===== config.mk =====
export PLATFORM = sky130hd
export DESIGN_NAME = imm_gen_block
export DESIGN_NICKNAME = d
export VERILOG_FILES = /design/src/rtl/imm_gen_pkg.sv /design/src/rtl/imm_sign_ext.sv /design/src/rtl/imm_gen_block.sv
export SDC_FILE = /design/constraint.sdc
export NUM_CORES = 1
export LEC_CHECK = 0
export CELL_PAD_IN_SITES_DETAIL_PLACEMENT = 1
export CELL_PAD_IN_SITES_GLOBAL_PLACEMENT = 1
export CORE_UTILIZATION = 34
export CTS_CLUSTER_SIZE = 8
export DETAILED_ROUTE_END_ITERATION = 7
export GPL_TIMING_DRIVEN = 0
export HOLD_SLACK_MARGIN = 0.02
export PLACE_DENSITY = 0.81
export SETUP_SLACK_MARGIN = 0.02
export SYNTH_ARGS = -nofsm -noshare
export SYNTH_HDL_FRONTEND = slang
export SYNTH_HIERARCHICAL = 1
export SYNTH_SLANG_ARGS = --single-unit

===== constraint.sdc =====
create_clock -name clk -period 1.3 [get_ports clk]
set_input_delay 0.195 -clock clk [delete_from_list [all_inputs] [get_ports clk]]
set_output_delay 0.195 -clock clk [all_outputs]
set_load 0.1 [all_outputs]

===== src/rtl/imm_gen_pkg.sv =====
// -----------------------------------------------------------------------------
// imm_gen_pkg
// Shared constants for the immediate generator:
//   XLEN        - width of the generated immediate (32)
//   IMM_W       - width of the raw immediate field fed in (21)
//   *_FORMAT    - 3-bit immediate-format selector codes
// Optional feature macro used by this slice: IMM_GEN_J_FORMAT_EN
// -----------------------------------------------------------------------------
package imm_gen_pkg;

  localparam int XLEN  = 32;
  localparam int IMM_W = 21;

  localparam logic [2:0] I_S_FORMAT = 3'b001;
  localparam logic [2:0] J_FORMAT   = 3'b010;
  localparam logic [2:0] B_FORMAT   = 3'b011;
  localparam logic [2:0] U_FORMAT   = 3'b100;

endpackage : imm_gen_pkg


===== src/rtl/imm_sign_ext.sv =====
// -----------------------------------------------------------------------------
// imm_sign_ext
// Purely combinational sign-extender: replicates the MSB of din_i up to
// OUT_W bits.
// Ports:
//   din_i  [IN_W-1:0]   value to extend, din_i[IN_W-1] is the sign
//   dout_o [OUT_W-1:0]  sign-extended result
// -----------------------------------------------------------------------------
module imm_sign_ext #(
  parameter int IN_W  = 12,
  parameter int OUT_W = 32
) (
  input  logic [IN_W-1:0]  din_i,
  output logic [OUT_W-1:0] dout_o
);

  assign dout_o = {{(OUT_W - IN_W){din_i[IN_W-1]}}, din_i};

endmodule : imm_sign_ext


===== src/rtl/imm_gen_block.sv =====
// -----------------------------------------------------------------------------
// imm_gen_block
// Registered immediate generator. Each cycle the raw immediate field is
// decoded according to the format selector and the 32-bit result is
// registered, giving exactly one cycle of latency and one result per cycle.
// There is no valid/ready handshake: inputs are sampled on every rising edge
// and imm_out simply tracks them with a one-cycle lag.
//
// Ports:
//   clk      single clock, all state updates on the rising edge
//   rst      synchronous, active-high reset; clears imm_out
//   opcode   [2:0]       immediate-format selector (see imm_gen_pkg)
//   imm      [IMM_W-1:0] raw immediate field bits, already extracted
//   imm_out  [XLEN-1:0]  generated immediate, registered
//
// Optional feature macro: IMM_GEN_J_FORMAT_EN
//   defined   -> opcode J_FORMAT decodes a 21-bit jump offset
//   undefined -> opcode J_FORMAT falls to the default and yields zero
// -----------------------------------------------------------------------------
module imm_gen_block
  import imm_gen_pkg::*;
#(
  parameter int XLEN  = imm_gen_pkg::XLEN,
  parameter int IMM_W = imm_gen_pkg::IMM_W
) (
  input  logic             clk,
  input  logic             rst,
  input  logic [2:0]       opcode,
  input  logic [IMM_W-1:0] imm,
  output logic [XLEN-1:0]  imm_out
);

  // ---------------------------------------------------------------------------
  // Per-format candidate values
  // ---------------------------------------------------------------------------
  logic [XLEN-1:0] imm_i_s;
  logic [XLEN-1:0] imm_b;
  logic [XLEN-1:0] imm_u;

  // I/S: 12-bit signed immediate, bit 11 is the sign.
  imm_sign_ext #(
    .IN_W  (12),
    .OUT_W (XLEN)
  ) u_sext_i_s (
    .din_i  (imm[11:0]),
    .dout_o (imm_i_s)
  );

  // B: imm[11:0] are offset bits [12:1]; bit 0 of a branch offset is always 0.
  imm_sign_ext #(
    .IN_W  (13),
    .OUT_W (XLEN)
  ) u_sext_b (
    .din_i  ({imm[11:0], 1'b0}),
    .dout_o (imm_b)
  );

  // U: upper 20 bits, low 12 zero; no extension needed.
  assign imm_u = {imm[19:0], 12'b0};

`ifdef IMM_GEN_J_FORMAT_EN
  logic [XLEN-1:0] imm_j;

  // J: imm[19:0] are offset bits [20:1]; imm[19] is the sign.
  imm_sign_ext #(
    .IN_W  (21),
    .OUT_W (XLEN)
  ) u_sext_j (
    .din_i  ({imm[19:0], 1'b0}),
    .dout_o (imm_j)
  );
`endif

  // imm[20] is not consumed by any supported format.
  logic unused_imm_msb;
  assign unused_imm_msb = imm[20];

  // ---------------------------------------------------------------------------
  // Combinational decode
  // ---------------------------------------------------------------------------
  logic [XLEN-1:0] imm_out_d;
  logic [XLEN-1:0] imm_out_q;

  always_comb begin
    imm_out_d = '0;
    case (opcode)
      I_S_FORMAT: imm_out_d = imm_i_s;
      B_FORMAT:   imm_out_d = imm_b;
      U_FORMAT:   imm_out_d = imm_u;
`ifdef IMM_GEN_J_FORMAT_EN
      J_FORMAT:   imm_out_d = imm_j;
`endif
      default:    imm_out_d = '0;
    endcase
  end

  // ---------------------------------------------------------------------------
  // Output register; reset wins over any input and drops the in-flight result.
  // ---------------------------------------------------------------------------
  always_ff @(posedge clk) begin
    if (rst) begin
      imm_out_q <= '0;
    end else begin
      imm_out_q <= imm_out_d;
    end
  end

  assign imm_out = imm_out_q;

endmodule : imm_gen_block


==> results.toml <==
[final_layout]
num_antenna_cells = 0
post_route_cells_drive_above_1_share_pct = 54.70
layout.core_utilization_pct = 50.06
layout.cells.non_filler = 301
fin_nets = 260
largest_register_ff_count = 32
fillers = 565
area_growth_pct = 38.08

[route]
vias_after_detailed_routing = 1273
wirelength_mm = 3.801
detail_route.wl_per_cell_um = 12.63
detail_route.vias_per_cell = 4.229
drc = 0
detail-route-antenna-nets = 0
detail_route.first_pass.iterations = 2
first_iter_violations = 35

[yosys]
synth_nets = 199
post_synth.cell_area_avg_sq_um = 10.16
synth-warning-count = 6
synth-seq-cells = 32
synthCells = 173
synth_largest_area_cell = "sky130_fd_sc_hd__dfxtp_1"
synth_seq_area_share_pct = 36.44
netlist.area_leader.share_pct = 36.44
synth.top_cells.by_area = "sky130_fd_sc_hd__dfxtp_1 (36%), sky130_fd_sc_hd__buf_4 (27%), sky130_fd_sc_hd__mux2i_1 (18%)"
post_synth_num_cell_types = 10
synth_area_sq_mm = 0.001758

[critical_path]
cp_max_fo = 10
critical_path_arrival_ps = 1460
critical_path_class = "in2reg"
timing.critical_path.to_type = "flop"
worstSetupStartpointType = "primary input"
critPathRequiredTime_ps = 1510

[sta]
maxSlewViolCount = 0
setup_viol = 0
final.min_clock_period_ps = 1254
worst_hold_margin_ps = 298.3
hold_violations = 0
rsz_0062_raised_after_global_routing = "true"
tightest_slew_ps = 683.9
timing.max_slew.rel_slack_pct = 54.41
min_period_over_period_pct = 96.45
max_freq_ghz = 0.7976

[clock_network]
numClockSinks = 32
cts_tree = "built"
cts-htree-levels = 2
cts.root.buffer_cell = "sky130_fd_sc_hd__clkbuf_8"
post_cts_buffers = 0
clkSlewWorstSetupHoldPaths_ps = 70
tritoncts.num_buffers = 5
cts-root-to-sink-buffers = 2

[global_route]
globalRouteOverflowTotal = 0
grt_antenna_before_repair = 0
grt_max_degree = 43
wire_length_of_the_first_global_routing_pass_mm = 6.216
grtUsageTotal_pct = 15.20
grt_pass1_vias = 1326

[pwr]
vdd.ir_drop.worst_mv = 0.4341
report.power.total_uw = 2600
power.static_leakage_uw = 0.001204
power_density_normalized_to_cell_area_mw_per_mm2 = 1071

[floorplanning]
rows = 25
core_area_sq_mm = 0.004848
floorplan.die_area_sq_mm = 0.005462
chipHeight_um = 73.91
io-pin-count = 58
fp.dieW_um = 73.91
start_util_pct = 36.26

[place]
placement.io_buffers = 55
place.detailed.instances = 295
hpwlAfterDp_mm = 2.618
place.gp.congestion = 0.6577

[run_status]
status = "completed"

[min_path]
worst_min_delay_path_class = "in2reg"

[job]
maxCapViolations = 0
[metal layers]
| layer | vias up | global-route usage (%) | share of wire, % |
|---|---|---|---|
| li1 | 641 | - | - |
| met1 | 588 | 18.02 | 44 |
| met2 | 39 | 26.06 | 50 |
| met3 | 5 | 4.115 | 5.1 |
| met4 | 0 | 5.769 | 1.2 |
| met5 | - | 0 | 0 |
[cells in the mapped netlist]
cell and n:
sky130_fd_sc_hd__buf_2 7, sky130_fd_sc_hd__nor2_1 12, sky130_fd_sc_hd__dfxtp_1 32, sky130_fd_sc_hd__buf_4 64, sky130_fd_sc_hd__o2bb2ai_1 20, sky130_fd_sc_hd__nor4b_2 1, sky130_fd_sc_hd__conb_1 1, sky130_fd_sc_hd__buf_6 3
sky130_fd_sc_hd__mux2i_1 32, sky130_fd_sc_hd__or3b_1 1
[logic make-up (layout without fill, tap and decap cells)]
family          count (synthesis)  in the layout  synth area share (%)
other cells                     1              1                0.2133
flops                          32             32                 36.44
simple gates                   14             14                 3.914
mux                            32             32                 18.22
compound gates                 20             20                 9.965
buf+inv                        74            135                 31.25
[per-stage QoR]
step / area (sq um) / worst slack (ps) / TNS [ps]
3_5_place_dp: 2392 / -893.9 / -30430
4_1_cts: 2351 / 26.21 / 0
6_report: 2427 / 46.17 / 0
5_1_grt: 2427 / 19.42 / 0
3_3_place_gp: 2392 / -805.3 / -28560
2_1_floorplan: 1758 / 196.0 / 0
[critical path, stage by stage]
cell                              delay [ps]
sky130_fd_sc_hd__clkdlybuf4s50_1         500
sky130_fd_sc_hd__or3b_4                  450
sky130_fd_sc_hd__buf_8                   180
sky130_fd_sc_hd__o2bb2ai_1               140
[power breakdown]
part           leakage [uW]  total [uW]  switching (uW)  internal [uW]
Combinational      0.000893         745             457            288
Clock             0.0000503         827             356            471
Sequential         0.000261        1030            9.15           1020
Total               0.00120        2600             822           1780
[final cells by class]
cell class / count / area, sq um / area share (%)
Sequential cell: 32 / 640.6 / 26.39
Multi-Input combinational cell: 67 / 664.4 / 27.37
Buffer: 73 / 556.8 / 22.94
Timing Repair Buffer: 55 / 385.4 / 15.88
Clock buffer: 7 / 96.34 / 3.969
Tap cell: 67 / 83.83 / 3.454
[cell usage in the layout (no fill, tap or decap)]
cell type	instances
sky130_fd_sc_hd__conb_1	1
sky130_fd_sc_hd__o2bb2ai_4	1
sky130_fd_sc_hd__mux2i_1	32
sky130_fd_sc_hd__nor2_1	12
sky130_fd_sc_hd__clkbuf_4	2
sky130_fd_sc_hd__nor4b_2	1
sky130_fd_sc_hd__o2bb2ai_1	7
sky130_fd_sc_hd__clkbuf_8	7
sky130_fd_sc_hd__o2bb2ai_2	12
sky130_fd_sc_hd__dfxtp_1	32
sky130_fd_sc_hd__buf_6	1
sky130_fd_sc_hd__buf_2	37
sky130_fd_sc_hd__buf_4	64
sky130_fd_sc_hd__or3b_4	1
sky130_fd_sc_hd__clkdlybuf4s50_1	22
sky130_fd_sc_hd__buf_8	2
[path summary, 6_finish.rpt]
kind | depth (start not counted) | from | end | slack, ps
worst max-delay path | 4 | opcode[0] | imm_out[20]$_SDFF_PP0_ | 50
worst min-delay path | 3 | opcode[1] | imm_out[27]$_SDFF_PP0_ | 300
[repair_timing]
item,4_1_cts,5_1_grt
endpoints found under the setup margin,53,27
hold buffers,0,0
gates resized for setup,167,18
Note: power is estimated with default switching activity, not from simulation.
